===== src/rtl/result_uart_reporter.sv =====
// Result reporter: queues {tag, value} words from the core and streams each one
// out as a 6-byte packet (A5, tag, data LSB..MSB) on a UART 8N1 transmit line.
module result_uart_reporter #(
    parameter int unsigned DATA_WIDTH   = 32,
    parameter int unsigned FIFO_LOG2    = 3,
    parameter int unsigned CLKS_PER_BIT = 16
) (
    input  logic                  clock,
    input  logic                  reset,
    input  logic [1:0]            from_core,
    input  logic [DATA_WIDTH-1:0] from_core_data,
    input  logic                  from_core_valid,
    input  logic                  tx_enable,
    output logic                  uart_tx,
    output logic                  busy,
    output logic                  overflow,
    output logic [FIFO_LOG2:0]    fifo_count,
    output logic [15:0]           words_sent
);

    localparam int unsigned DEPTH   = 2 ** FIFO_LOG2;
    localparam int unsigned ENTRY_W = DATA_WIDTH + 2;
    localparam int unsigned CLK_W   = (CLKS_PER_BIT > 1) ? $clog2(CLKS_PER_BIT) : 1;
    localparam logic [CLK_W-1:0]   CLK_LAST = CLK_W'(CLKS_PER_BIT - 1);
    localparam logic [FIFO_LOG2:0] FULL     = (FIFO_LOG2 + 1)'(DEPTH);

    typedef enum logic [2:0] {StIdle, StStart, StData, StStop, StDone} state_t;

    state_t               state_q, state_d;
    logic [CLK_W-1:0]     clk_cnt_q, clk_cnt_d;
    logic [2:0]           bit_idx_q, bit_idx_d;
    logic [2:0]           byte_idx_q, byte_idx_d;
    logic [ENTRY_W-1:0]   pkt_q, pkt_d;
    logic [15:0]          words_q, words_d;

    logic [ENTRY_W-1:0]   mem_q [DEPTH];
    logic [FIFO_LOG2-1:0] wr_ptr_q, rd_ptr_q;
    logic [FIFO_LOG2:0]   count_q, count_d;
    logic                 overflow_q;

    logic push_ok, pop, bit_end;
    logic [7:0] cur_byte;

    // Fullness uses the pre-edge count, so a same-cycle pop never makes room.
    assign push_ok = from_core_valid && (count_q < FULL);
    assign pop     = (state_q == StIdle) && (count_q != '0) && tx_enable;
    assign bit_end = (clk_cnt_q == CLK_LAST);

    always_comb begin
        count_d = count_q;
        case ({push_ok, pop})
            2'b10:   count_d = count_q + 1'b1;
            2'b01:   count_d = count_q - 1'b1;
            default: count_d = count_q;
        endcase
    end

    always_ff @(posedge clock) begin
        if (push_ok) mem_q[wr_ptr_q] <= {from_core, from_core_data};
    end

    always_ff @(posedge clock or negedge reset) begin
        if (!reset) begin
            wr_ptr_q   <= '0;
            rd_ptr_q   <= '0;
            count_q    <= '0;
            overflow_q <= 1'b0;
        end else begin
            if (push_ok) wr_ptr_q <= wr_ptr_q + 1'b1;
            if (pop) rd_ptr_q <= rd_ptr_q + 1'b1;
            count_q <= count_d;
            if (from_core_valid && !push_ok) overflow_q <= 1'b1;
        end
    end

    always_comb begin
        state_d    = state_q;
        clk_cnt_d  = clk_cnt_q;
        bit_idx_d  = bit_idx_q;
        byte_idx_d = byte_idx_q;
        pkt_d      = pkt_q;
        words_d    = words_q;
        case (state_q)
            StIdle: begin
                if (pop) begin
                    pkt_d      = mem_q[rd_ptr_q];
                    state_d    = StStart;
                    clk_cnt_d  = '0;
                    byte_idx_d = '0;
                end
            end
            StStart: begin
                if (bit_end) begin
                    state_d   = StData;
                    clk_cnt_d = '0;
                    bit_idx_d = '0;
                end else begin
                    clk_cnt_d = clk_cnt_q + CLK_W'(1);
                end
            end
            StData: begin
                if (bit_end) begin
                    clk_cnt_d = '0;
                    if (bit_idx_q == 3'd7) state_d = StStop;
                    else bit_idx_d = bit_idx_q + 3'd1;
                end else begin
                    clk_cnt_d = clk_cnt_q + CLK_W'(1);
                end
            end
            StStop: begin
                if (bit_end) begin
                    clk_cnt_d = '0;
                    if (byte_idx_q < 3'd5) begin
                        byte_idx_d = byte_idx_q + 3'd1;
                        state_d    = StStart;
                    end else begin
                        state_d = StDone;
                    end
                end else begin
                    clk_cnt_d = clk_cnt_q + CLK_W'(1);
                end
            end
            StDone: begin
                words_d = words_q + 16'd1;
                state_d = StIdle;
            end
            default: state_d = StIdle;
        endcase
    end

    always_ff @(posedge clock or negedge reset) begin
        if (!reset) begin
            state_q    <= StIdle;
            clk_cnt_q  <= '0;
            bit_idx_q  <= '0;
            byte_idx_q <= '0;
            pkt_q      <= '0;
            words_q    <= '0;
        end else begin
            state_q    <= state_d;
            clk_cnt_q  <= clk_cnt_d;
            bit_idx_q  <= bit_idx_d;
            byte_idx_q <= byte_idx_d;
            pkt_q      <= pkt_d;
            words_q    <= words_d;
        end
    end

    always_comb begin
        case (byte_idx_q)
            3'd0:    cur_byte = 8'hA5;
            3'd1:    cur_byte = {6'b0, pkt_q[ENTRY_W-1 -: 2]};
            3'd2:    cur_byte = pkt_q[7:0];
            3'd3:    cur_byte = pkt_q[15:8];
            3'd4:    cur_byte = pkt_q[23:16];
            default: cur_byte = pkt_q[31:24];
        endcase
    end

    // Decoded straight from state so an async reset forces the line high at once.
    always_comb begin
        case (state_q)
            StStart: uart_tx = 1'b0;
            StData:  uart_tx = cur_byte[bit_idx_q];
            default: uart_tx = 1'b1;
        endcase
    end

    assign busy       = (state_q != StIdle);
    assign overflow   = overflow_q;
    assign fifo_count = count_q;
    assign words_sent = words_q;

endmodule


===== config.mk =====
export PLATFORM = sky130hd
export DESIGN_NAME = result_uart_reporter
export DESIGN_NICKNAME = d
export VERILOG_FILES = /design/src/rtl/result_uart_reporter.sv
export SDC_FILE = /design/constraint.sdc
export NUM_CORES = 1
export LEC_CHECK = 0
export ABC_AREA = 1
export CELL_PAD_IN_SITES_DETAIL_PLACEMENT = 0
export CELL_PAD_IN_SITES_GLOBAL_PLACEMENT = 1
export CORE_ASPECT_RATIO = 0.75
export CORE_MARGIN = 4
export CORE_UTILIZATION = 52
export CTS_BUF_LIST = sky130_fd_sc_hd__clkbuf_8
export CTS_CLUSTER_SIZE = 40
export DETAILED_ROUTE_END_ITERATION = 10
export PLACE_DENSITY = 0.83
export SYNTH_ARGS = -nofsm -noshare
export SYNTH_HDL_FRONTEND = slang
export SYNTH_SLANG_ARGS = --single-unit

===== constraint.sdc =====
create_clock -name clock -period 3.5 [get_ports clock]
set_clock_uncertainty 0.1 [all_clocks]
set_input_delay 0.7 -clock clock [delete_from_list [all_inputs] [get_ports clock]]
set_output_delay 0.7 -clock clock [all_outputs]
set_load 0.02 [all_outputs]

==> results_dict.tcl <==
set metrics [dict create \
    yosys_warnings 0 \
    grt_overflow 0 \
    first_pass_iters 5 \
    dp_hpwl_um 17900 \
    ys_ff_latch 346 \
    muxShareOfSynthArea_pct 0.0804 \
    grt_pass1_wl_um 49800 \
    cts_made_buffers 52 \
    grt_pass1_vias 8909 \
    core-area_mm2 0.0262 \
    fin_setup_tns_ns 0 \
    final_net_count 1257 \
    area_growth_pct 14.1 \
    rr_worst_depth 6 \
    cts_hold_buf 0 \
    ys_seq_area_share_pct 71.6 \
    h-tree-depth 2 \
    dieHeight_um 150 \
    total_power_mw 12.1 \
    slew_headroom_pct 27.7 \
    rsz0062_at_grt "no" \
    max_slew.worst_pin.slew_ns 1.08 \
    wire_per_inst_um 20.0 \
    syn_inst 1126 \
    fillers 2038 \
    p_leak_nw 5.79 \
    hold_path.class "in2async" \
    cts.sinks 346 \
    vias 9106 \
    drive_above_1_share_pct 10.3 \
    antenna_found_initial 0 \
    insertion_delay_ns 0.59 \
    syn_area_mm2 0.0140 \
    post-cts-setup-buffer-count 0 \
    setup_viol_count_final 0 \
    crit_path_end_kind "output port" \
    max_freq_ghz 0.305 \
    initial_utilization_pct 53.4 \
    cts_tree "built" \
    layout.cells.most_common "edfxtp_1" \
    most-common-layout-cells "edfxtp_1 (272), nor2_1 (168), o21ai_0 (154)" \
    remaining_drc_errors 0 \
    synth-adder-area-share_pct 1.25 \
    cts.clk_slew.worst_paths_ns 0.06 \
    required_ns 2.70 \
    synth_xor_xnor_area_share_pct 1.50 \
    synth_top_family_by_area "simple AND/OR/NAND/NOR gates" \
    finalHoldViolCount 0 \
    finalCriticalPeriod_ns 3.28 \
    initialDrtViolationCount 676 \
    ys_types 36 \
    cts_root_buffer "clkbuf_8" \
    path_class "reg2out" \
    synth-compound-area-share_pct 10.6 \
    peakVddDrop_uv 495 \
    portBuffers 60 \
    grt_max_degree 108 \
    powerDensity_mw_per_mm2 755 \
    syn_area_per_cell_um2 12.4 \
    status "completed" \
    cts_buffer_depth 3 \
    startpoint_type "flop" \
    cp_max_fo 9 \
    rows 51 \
    die_x_um 197 \
    max-cap-violations 0 \
    viasPerCell 5.73 \
    synth_nets 1178 \
    pin_count 61 \
    routabilityCongestion 0.867 \
    maxSlewViolCount 0 \
    diodes 0 \
    die-area_mm2 0.0296 \
    arrival_ns 2.48 \
    wl_um 31700 \
    ant_nets 0 \
    synthSimpleGateAreaFrac_pct 11.9 \
    grt_usage_pct 21.6 \
    period_share_pct 93.7 \
]
logic make-up after synthesis:
group,after synthesis
AOI/OAI and AO/OA,247
and+or+nand+nor,391
buffers and inverters,103
muxes,1
DFF,346
adders and majority gates,14
xor gates and xnor gates,24
metal layers:
metal	vias to the layer above	track usage, %	wire [µm]
met5	-	0	0
met4	0	5.02	447
met3	41	4.36	2230
met2	319	34.2	14700
met1	4502	31.4	14400
li1	4244	-	-
area by class of cell:
| type | count | area (µm²) | area share (%) |
|---|---|---|---|
| tap | 344 | 430 | 2.69 |
| timing repair buffer | 86 | 826 | 5.17 |
| inverter | 42 | 159 | 0.995 |
| sequential | 346 | 10000 | 62.8 |
| multi-input combinational | 677 | 3610 | 22.6 |
| clock buffer | 55 | 757 | 4.74 |
| clock inverter | 39 | 165 | 1.03 |
final timing paths:
| check | slack, ns | end | start |
|---|---|---|---|
| worst min register to register | 0.35 | overflow | overflow |
| max in group asynchronous | 2.37 | rd_ptr_q[0] | reset |
| min in group clock | 0.35 | overflow | overflow |
| worst max register to register | 1.19 | pkt_q[2] | rd_ptr_q[0] |
| worst max-delay path | 0.22 | uart_tx | byte_idx_q[1] |
| worst min-delay path | 0.18 | pkt_q[26] | reset |
critical path, cell delays in order (launching register included):
cell and delay (ns):
dfrtp_1 0.40, ha_1 0.20, ha_2 0.24, nor2_4 0.23, nand4_1 0.14, nand2_1 0.10, nand2_1 0.05, nand3_1 0.07
nand2_1 0.06, nand2_1 0.05, nand3_1 0.07, nand2_1 0.09, clkbuf_2 0.18
repair_timing:
action                                  4_1_cts  5_1_grt
endpoints found under the setup margin        1        1
resized for setup                             3        4
pin swaps                                     0        1
synthesized netlist by cell type, drive strengths merged:
library cell  number  area, µm²
dfrtp             74       1850
xnor2              8       70.1
xor2              16        140
mux2               1       11.3
a21o               1       7.51
inv               41        154
edfxtp           272       8170
buf               22        136
o211ai             1       7.51
nor4               1       6.26
nand4             11       68.8
clkinv             1       3.75
nand2            132        515
o22ai             12       75.1
a22o               1       8.76
nor3               2       15.0
or2                1       6.26
o221ai            57        499
clkbuf            39        148
ha                14        175
o32ai              1       8.76
o21ai            165        826
a21oi              9       45.0
nor2             184        741
nand3             60        315
where the power goes:
part | switching [mW] | total (mW) | leakage (nW) | internal (mW)
logic | 2.62 | 3.78 | 1.84 | 1.16
registers | 0.287 | 5.31 | 3.39 | 5.02
clock network | 1.51 | 2.96 | 0.554 | 1.45
total | 4.42 | 12.1 | 5.79 | 7.64
flip-flops by register name, indices dropped and copies added (netlist names):
name	cells
bit_idx_q	3
byte_idx_q	3
clk_cnt_q	4
fifo_count	4
mem_q	272
overflow	1
pkt_q	34
rd_ptr_q	3
state_q	3
words_sent	16
wr_ptr_q	3
stage by stage:
stage,hold WS [ns],cells,cell area [µm²],worst slack (ns),utilization (%)
after floorplan,0.304,1126,14000,0.404,-
after global placement,0.341,1495,15000,0.257,57.4
after detailed placement,0.345,1495,15000,0.223,57.4
after CTS,0.184,1589,16000,0.0173,60.9
after global routing,0.241,1589,16000,0.0491,60.9
final,0.179,1589,16000,0.219,60.9
Note: power is estimated with default switching activity, not from simulation.
